===== src/rtl/s2p_rx_pkg.sv =====
// Shared ADC/serial-link parameters and the receiver FSM state encoding.
// Both the row serializers and their s2p_rx counterparts use these values.
package s2p_rx_pkg;

    localparam int BITS_ADC   = 12;
    localparam int WORD_W     = BITS_ADC + 1;
    localparam int BIT_CYCLES = 12;

    typedef enum logic [1:0] {
        S_IDLE     = 2'd0,
        S_SHIFT    = 2'd1,
        S_WAIT_LOW = 2'd2
    } state_t;

endpackage


===== src/rtl/s2p_rx_if.sv =====
// Serial input and FIFO read-side bundle of one row receiver.
// The master drives the serial stream and pops words; the receiver is the slave.
interface s2p_rx_if #(
    parameter int WIDTH = s2p_rx_pkg::WORD_W
) ();

    logic             s_data;
    logic             data_valid;
    logic             rd_en;
    logic [WIDTH-1:0] rd_data;
    logic             empty;
    logic             full;

    modport master (
        output s_data, data_valid, rd_en,
        input  rd_data, empty, full
    );

    modport slave (
        input  s_data, data_valid, rd_en,
        output rd_data, empty, full
    );

endinterface


===== src/rtl/s2p_rx_fifo.sv =====
// First-word-fall-through synchronous FIFO: rd_data always shows the head entry.
// A pop on a full FIFO frees the slot that a simultaneous push then uses.
module sync_fifo_fwft #(
    parameter int WIDTH = 13,
    parameter int DEPTH = 4
) (
    input  logic             clk,
    input  logic             rst,
    input  logic             wr_en,
    input  logic [WIDTH-1:0] wr_data,
    input  logic             rd_en,
    output logic [WIDTH-1:0] rd_data,
    output logic             empty,
    output logic             full
);

    localparam int AW = (DEPTH > 1) ? $clog2(DEPTH) : 1;

    logic [WIDTH-1:0] mem [DEPTH];
    logic [AW-1:0]    wr_ptr;
    logic [AW-1:0]    rd_ptr;
    logic [AW:0]      count;
    logic             do_pop;
    logic             do_push;

    assign empty   = (count == '0);
    assign full    = (count == (AW+1)'(DEPTH));
    assign rd_data = mem[rd_ptr];
    assign do_pop  = rd_en && !empty;
    assign do_push = wr_en && (!full || do_pop);

    always_ff @(posedge clk or posedge rst) begin
        if (rst) begin
            wr_ptr <= '0;
            rd_ptr <= '0;
            count  <= '0;
            for (int i = 0; i < DEPTH; i++) begin
                mem[i] <= '0;
            end
        end else begin
            if (do_push) begin
                mem[wr_ptr] <= wr_data;
                wr_ptr      <= wr_ptr + AW'(1);
            end
            if (do_pop) begin
                rd_ptr <= rd_ptr + AW'(1);
            end
            if (do_push && !do_pop) begin
                count <= count + (AW+1)'(1);
            end else if (do_pop && !do_push) begin
                count <= count - (AW+1)'(1);
            end
        end
    end

endmodule


===== src/rtl/s2p_rx.sv =====
// Per-row serial-to-parallel receiver: mid-bit samples a framed MSB-first stream,
// buffers complete words in a FWFT FIFO and reports framing errors and overflow.
module s2p_rx #(
    parameter int BITS_ADC   = s2p_rx_pkg::BITS_ADC,
    parameter int BIT_CYCLES = s2p_rx_pkg::BIT_CYCLES,
    parameter int FIFO_DEPTH = 4,
    parameter int CNT_W      = 16
) (
    input  logic             clk_50M,
    input  logic             rst,
    s2p_rx_if.slave          bus,
    input  logic             clr_err,
    output logic             frame_err,
    output logic             overflow,
    output logic [CNT_W-1:0] word_cnt
);

    import s2p_rx_pkg::*;

    localparam int DATA_W = BITS_ADC + 1;
    localparam int PH_W   = $clog2(BIT_CYCLES);
    localparam int BI_W   = $clog2(DATA_W);

    state_t            state;
    logic              dv_q;
    logic [PH_W-1:0]   phase;
    logic [BI_W-1:0]   bit_idx;
    logic [DATA_W-1:0] shreg;
    logic              push_q;
    logic              sample;
    logic              last_sample;
    logic              push_ok;
    logic              fifo_full;
    logic              fifo_empty;

    assign sample      = (phase == PH_W'(BIT_CYCLES / 2));
    assign last_sample = sample && (bit_idx == BI_W'(DATA_W - 1));
    assign push_ok     = push_q && (!fifo_full || (bus.rd_en && !fifo_empty));
    assign bus.full    = fifo_full;
    assign bus.empty   = fifo_empty;

    // dv_q resets high so a data_valid already asserted at reset release is not a frame start.
    always_ff @(posedge clk_50M or posedge rst) begin
        if (rst) begin
            state     <= S_IDLE;
            dv_q      <= 1'b1;
            phase     <= '0;
            bit_idx   <= '0;
            shreg     <= '0;
            push_q    <= 1'b0;
            frame_err <= 1'b0;
            overflow  <= 1'b0;
            word_cnt  <= '0;
        end else begin
            dv_q   <= bus.data_valid;
            push_q <= 1'b0;

            // Clear first so an error raised in the same cycle overrides it.
            if (clr_err) begin
                frame_err <= 1'b0;
                overflow  <= 1'b0;
            end

            if (push_q) begin
                if (push_ok) begin
                    word_cnt <= word_cnt + CNT_W'(1);
                end else begin
                    overflow <= 1'b1;
                end
            end

            case (state)
                S_IDLE: begin
                    if (bus.data_valid && !dv_q) begin
                        phase   <= PH_W'(1);
                        bit_idx <= '0;
                        state   <= S_SHIFT;
                    end
                end
                S_SHIFT: begin
                    if (!bus.data_valid && !last_sample) begin
                        frame_err <= 1'b1;
                        shreg     <= '0;
                        state     <= S_IDLE;
                    end else begin
                        phase <= (phase == PH_W'(BIT_CYCLES - 1)) ? '0 : phase + PH_W'(1);
                        if (sample) begin
                            shreg   <= {shreg[DATA_W-2:0], bus.s_data};
                            bit_idx <= bit_idx + BI_W'(1);
                        end
                        if (last_sample) begin
                            bit_idx <= '0;
                            push_q  <= 1'b1;
                            state   <= S_WAIT_LOW;
                        end
                    end
                end
                S_WAIT_LOW: begin
                    if (!bus.data_valid) begin
                        state <= S_IDLE;
                    end
                end
                default: state <= S_IDLE;
            endcase
        end
    end

    // shreg holds the finished word until the next frame's first sample, long after the push.
    sync_fifo_fwft #(
        .WIDTH (DATA_W),
        .DEPTH (FIFO_DEPTH)
    ) u_fifo (
        .clk     (clk_50M),
        .rst     (rst),
        .wr_en   (push_q),
        .wr_data (shreg),
        .rd_en   (bus.rd_en),
        .rd_data (bus.rd_data),
        .empty   (fifo_empty),
        .full    (fifo_full)
    );

endmodule


===== src/flat_wrapper.sv =====
// flat-port wrapper written by rule: the top's interface ports become plain ports
module s2p_rx_flat import s2p_rx_pkg::*;
#(
    parameter int BITS_ADC   = s2p_rx_pkg::BITS_ADC,
    parameter int BIT_CYCLES = s2p_rx_pkg::BIT_CYCLES,
    parameter int FIFO_DEPTH = 4,
    parameter int CNT_W      = 16
)
  (clk_50M, rst, clr_err, frame_err, overflow, word_cnt, bus_s_data, bus_data_valid, bus_rd_en, bus_rd_data, bus_empty, bus_full);
  s2p_rx_if #(.WIDTH(WORD_W)) bus_i ();
  input  logic clk_50M;
  input  logic rst;
  input  logic clr_err;
  output logic frame_err;
  output logic overflow;
  output logic [CNT_W-1:0] word_cnt;
  input wire logic [$bits(bus_i.s_data)-1:0] bus_s_data;
  input wire logic [$bits(bus_i.data_valid)-1:0] bus_data_valid;
  input wire logic [$bits(bus_i.rd_en)-1:0] bus_rd_en;
  output wire logic [$bits(bus_i.rd_data)-1:0] bus_rd_data;
  output wire logic [$bits(bus_i.empty)-1:0] bus_empty;
  output wire logic [$bits(bus_i.full)-1:0] bus_full;
  assign bus_i.s_data = bus_s_data;
  assign bus_i.data_valid = bus_data_valid;
  assign bus_i.rd_en = bus_rd_en;
  assign bus_rd_data = bus_i.rd_data;
  assign bus_empty = bus_i.empty;
  assign bus_full = bus_i.full;
  s2p_rx #(.BITS_ADC(BITS_ADC), .BIT_CYCLES(BIT_CYCLES), .FIFO_DEPTH(FIFO_DEPTH), .CNT_W(CNT_W)) u_core (.clk_50M(clk_50M), .rst(rst), .bus(bus_i), .clr_err(clr_err), .frame_err(frame_err), .overflow(overflow), .word_cnt(word_cnt));
endmodule

===== config.mk =====
export PLATFORM = sky130hd
export DESIGN_NAME = s2p_rx_flat
export DESIGN_NICKNAME = d
export VERILOG_FILES = /design/src/rtl/s2p_rx_pkg.sv /design/src/rtl/s2p_rx_if.sv /design/src/rtl/s2p_rx_fifo.sv /design/src/rtl/s2p_rx.sv /design/src/flat_wrapper.sv
export SDC_FILE = /design/constraint.sdc
export NUM_CORES = 1
export LEC_CHECK = 0
export CAP_MARGIN = 10
export CORE_MARGIN = 1.5
export CORE_UTILIZATION = 40
export CTS_CLUSTER_DIAMETER = 200
export DETAILED_ROUTE_END_ITERATION = 8
export PLACE_DENSITY_LB_ADDON = 0.25
export SYNTH_ARGS = -nofsm -noshare
export SYNTH_HDL_FRONTEND = slang
export SYNTH_SLANG_ARGS = --single-unit
export TNS_END_PERCENT = 30

===== constraint.sdc =====
create_clock -name clk_50M -period 10.65 [get_ports clk_50M]
set_input_delay 2.13 -clock clk_50M [delete_from_list [all_inputs] [get_ports clk_50M]]
set_output_delay 2.13 -clock clk_50M [all_outputs]
set_load 0.01 [all_outputs]

Yosys cells after proc, flatten, opt, wreduce, memory -nomap -nowiden. Index checks and enable logic that the tools add are counted.

Input port bits: 6. Register bits: 102. Word-level logic and storage cells: 98. Output and inout bits: 33.

Equality and inequality tests: 11. Magnitude comparators: 3. Mux-type cells: 33. Reduce and logical (&&, ||, !) cells: 26. $add $sub $neg: 7. Bitwise operators: 2.

Operators by type and width (count): 13-bit 2-to-1 mux (5); 52-bit bitwise mux (1); 4-bit 2-to-1 mux (7); 13-bit binary-select mux with 2-bit select (1); 13-bit demux with 2-bit select (1); 16-bit by 1-bit adder with 16-bit output, second input constant (1); 4-bit case mux with 2 select lines (2); 1-bit 2-to-1 mux (9); 4-bit by 1-bit adder with 4-bit output, second input constant (2); 4-bit == test, second input constant (2); 1-bit logical AND (8); 2-bit 2-to-1 mux (4); 1-bit zero test (7); 3-bit greater-or-equal comparator, second input constant (2); 3-bit 2-to-1 mux (2); 3-bit by 1-bit != test with 1-bit output, second input constant (2); 2-bit NOT with 3-bit output (2); 2-bit case mux with 3 select lines (1); 3-bit AND reduction (2); 2-bit nonzero test (3); 2-bit by 1-bit adder with 2-bit output, second input constant (2); 4-bit by 3-bit == test with 1-bit output, second input constant (1); 2-bit != test, second input constant (2); 2-bit AND reduction (2); 11 further kinds (11).

Logic depth before layout (Yosys ltp).
Depth after elaboration: 9. Mapped depth: 9. Gate-level depth less buffers: 8.

Hierarchy. A second synthesis with hierarchy kept.

Cell total of the unflattened synthesis: 330. Area, all modules: 4608.2 µm².

By module, submodules not included: sync_fifo_fwft (cells each 165, area an instance 2680.1 µm², sequential area each 1476.4 µm², instances 1); s2p_rx (cells each 165, area an instance 1928.1 µm², sequential area each 1077.3 µm², instances 1).

Worst setup path before layout. OpenSTA, ideal clock, no wires.

Kind: input-to-reg. Start: in bus_rd_en. End: reg u_core.u_fifo.count[1]. Cell stages on the path: 7. Setup time: 0.125 ns. Setup slack: 6.906 ns. Required time: 10.525 ns. Path buffers: 1. Arrival time: 3.619 ns. Path through: nor4b_4 > nor2b_1 > buf_6 > ha_1 > inv_1 > fa_1 > mux2_2.

Cells in the longest elaborated chain, start to end: 6. Elaborated cells on any way between the ends: 9. Those cells by class: 1 x mux; 8 x reduce/logical.

Ends and longest elaborated chain: start, declared (line flat_wrapper.sv:19) `input wire logic [$bits(bus_i.rd_en)-1:0] bus_rd_en;`; 1-bit logical AND *; 1-bit logical OR *; 1-bit logical AND *; net u_core.push_ok (line s2p_rx.sv:32) `logic push_ok;`; 1-bit zero test (line s2p_rx_fifo.sv:50) `end else if (do_pop && !do_push) begin`; 1-bit logical AND (line s2p_rx_fifo.sv:50); 2-bit nonzero test (no line); end signal, assigned (line s2p_rx_fifo.sv:49) `count <= count + (AW+1)'(1);`; end signal, assigned (line s2p_rx_fifo.sv:51) `count <= count - (AW+1)'(1);`; end, declared (line s2p_rx_fifo.sv:22) `logic [AW:0] count;`.

The timed path passes the listed nets; every way through them passes the cells marked *. A chain may end at the register's enable or synchronous reset.

Worst setup path in the final report.
Start: reg u_core.u_fifo.rd_ptr[0]. End: out bus_rd_data[6].

Cells in the longest elaborated chain, start to end: 4.

Ends and longest elaborated chain: start, declared (line s2p_rx_fifo.sv:21) `logic [AW-1:0] rd_ptr;`; start signal, assigned (line s2p_rx_fifo.sv:46) `rd_ptr <= rd_ptr + AW'(1);`; 2-bit NOT with 3-bit output (implied by the code) (line s2p_rx_fifo.sv:28) `assign rd_data = mem[rd_ptr];`; 13-bit binary-select mux with 2-bit select (line s2p_rx_fifo.sv:28); 13-bit 2-to-1 mux (implied by the code) (2 in a row) (line s2p_rx_fifo.sv:28); end, declared (line flat_wrapper.sv:20) `output wire logic [$bits(bus_i.rd_data)-1:0] bus_rd_data;`.

No other way between the ends. The select of a mux whose other input is x is not followed.

==> results.tsv <==
metric	value	unit
drv_slew	0	
worstPathCellList	mux4_2 > clkdlybuf4s50_1	
setup_tns	0	ps
n_fill_cell	976	
ios	39	
final_common_cell	dfrtp_1	
synth_edf_count	0	
crit_family	flip-flops	
fmax	218	MHz
die_x	110	um
rsz0062_at_grt	no	
cp-start-kind	register	
drtPass1Iterations	4	
io_buffers	38	
worstPathRequired	8520	ps
syn_area	0.00459	mm2
yosysSeqAreaShare	0.557	
dieArea	0.0121	mm2
drive_gt1_frac	0.155	
syn-num-nets	340	
grt_pass1_wl	13800	um
cts.sinks	102	
num_vias	2666	
async_flop_share	1.00	
wl_per_cell	16.3	um
numCtsBuffers	9	
path_class	register to output port	
insertion_delay	340	ps
status	complete, no violations	
cts_hold_buffers	0	
grt_overflow	0	
areaGrowthSynthToFinish	17.1	%
hold_violations	0	
start_util	0.416	
yosysUniqueCellTypes	44	
slowest_stage	dfrtp_1	
first_iter_violations	130	
synth_compound_area_frac	0.0598	
row_count	38	
hold_depth	1	
track_usage	0.153	
cp_data_arrival_time	2450	ps
grt_max_degree	67	
layout_setup_ws	6070	ps
dp_hpwl	5340	um
gp_congestion	0.759	
yosysWarnings	0	
synthFlopType	dfrtp_1	
post_cts_buffers	0	
layout.nets	381	
pre_cts_ws	6350	ps
period_minus_slack	4580	ps
cts_tree	built	
final_cell_mix	dfrtp_1 (101), mux2_1 (40), clkdlybuf4s50_1 (38)	
synth_cells	323	
detail-route-antenna-nets	0	
max_stage_delay	1010	ps
finalWirelength	8280	um
synth_xor_area_frac	0.0401	
maxCapViolCount	0	
synth_top_family_by_area	multiplexers	
irDropWorstVdd	0.0000846	V
cp-end-kind	output port	
finClkSkew	9.15	ps
clk_pin_slew_worst_paths	70	ps
finalSetupViolCount	0	
cts_resized	0	
hold_class	register to register	
cp_num_buf_inv	1	
maxSlewHeadroom	0.327	
root_buffer	clkbuf_16	
worstMarginPinSlew	1010	ps
die_y	110	um
power_density	160	mW/mm2
grt_pass1_vias	2696	
synthMuxAreaShare	0.201	
cp.depth	2	
synth-simple-area-share	0.0827	
drc	0	
vias_per_cell	5.25	
fin_crit_sh	0.430	
seq_area	0.00255	mm2
synth_adder_area_share	0.0317	
ys_ff_latch	102	
rr_worst_depth	6	
clock_path_buffers	2	
syn_area_per_cell	14.2	um2
htree_levels	3	
path_max_fanout	15	
multi_input_area	0.00190	mm2
core_area	0.0110	mm2
n_antenna_cell	0	
p_leak	2.55	nW
grt_antenna_before_repair	0	
[metal layers]
metal,wire [um],track usage,up-vias
li1,-,-,1251
met1,4030,0.206,1361
met2,3860,0.240,48
met3,339,0.0476,6
met4,56,0.0408,0
met5,0,0,-
[final cells by class]
class | instances | area share
Sequential cell | 102 | 0.475
Multi-Input combinational cell | 198 | 0.355
Timing Repair Buffer | 41 | 0.0750
Clock buffer | 9 | 0.0419
Tap cell | 140 | 0.0326
Clock inverter | 6 | 0.0116
Inverter | 12 | 0.00885
[kinds of logic (layout without fill, tap and decap cells)]
family,after synthesis,count (layout)
simple gates,61,61
fa+ha+maj,11,11
xor+xnor,21,21
buf+inv,23,68
mux,69,69
flops,102,102
compound gates,36,36
[cell usage after synthesis, types with 2 or more instances]
library cell / number / area, um2
dfrtp_1: 101 / 2530
mux2_1: 40 / 450
mux2_2: 15 / 169
xnor2_1: 15 / 131
a22o_1: 13 / 114
mux4_2: 13 / 293
nand2_1: 13 / 48.8
inv_1: 12 / 45.0
ha_1: 10 / 125
nand3_1: 8 / 40.0
nor2_1: 7 / 26.3
o21ai_0: 6 / 30.0
xor2_1: 6 / 52.6
buf_6: 5 / 56.3
nand3b_1: 5 / 37.5
nor3_1: 5 / 25.0
nand2_4: 4 / 45.0
buf_2: 3 / 15.0
clkbuf_1: 3 / 11.3
nand2b_1: 3 / 18.8
o31ai_1: 3 / 22.5
a211oi_1: 2 / 15.0
a21oi_1: 2 / 10.0
and2_1: 2 / 12.5
and4_1: 2 / 17.5
nand4_1: 2 / 12.5
nor2b_1: 2 / 12.5
o22ai_1: 2 / 12.5
o2bb2ai_1: 2 / 17.5
o41ai_1: 2 / 17.5
or2_2: 2 / 12.5
[worst reg2reg max path, delay by kind of cell, from the launching register on]
kind	cells	cell delay [ps]
adders and majority gates	2	640
buffers and inverters	1	70
DFF	1	470
muxes	1	270
and+or+nand+nor	2	630
[where the power goes]
group          leakage, nW  internal (mW)  total, mW  switching [mW]
logic                 1.02         0.0540     0.0881          0.0341
clock network        0.145          0.181      0.318           0.137
registers             1.38          0.403      0.451          0.0482
total                 2.55          0.638      0.858           0.220
[through the flow]
stage	utilization	area, um2	power, mW	std cells	hold WS (ps)
after detailed placement	0.461	5080	0.550	493	466
after global routing	0.487	5370	0.900	508	498
after floorplan	-	4590	0.517	323	459
final	0.487	5370	0.858	508	471
after global placement	0.461	5080	0.545	493	463
after CTS	0.487	5370	0.873	508	481
[path summary, 6_finish.rpt]
| kind | from | slack [ps] | end |
|---|---|---|---|
| min reg2reg | u_core.word_cnt[15] | 470 | u_core.word_cnt[15] |
| max | u_core.u_fifo.rd_ptr[0] | 6070 | bus_rd_data[6] |
| max reg2reg | u_core.u_fifo.count[0] | 8460 | u_core.u_fifo.count[1] |
| min | u_core.word_cnt[15] | 470 | u_core.word_cnt[15] |
| max in group asynchronous | rst | 7290 | u_core.shreg[2] |
| min in group asynchronous | rst | 2160 | u_core.bit_idx[2] |
[state kept, by name, summed over array words and instances, names as in the netlist]
register              flops
u_core.u_fifo.rd_ptr      2
u_core.phase              4
u_core.push_q             1
u_core.frame_err          1
u_core.u_fifo.count       3
u_core.overflow           1
u_core.bit_idx            4
u_core.state              2
u_core.u_fifo.wr_ptr      2
u_core.shreg             13
u_core.u_fifo.mem        52
u_core.dv_q               1
u_core.word_cnt          16
Note: power is estimated with default switching activity, not from simulation.
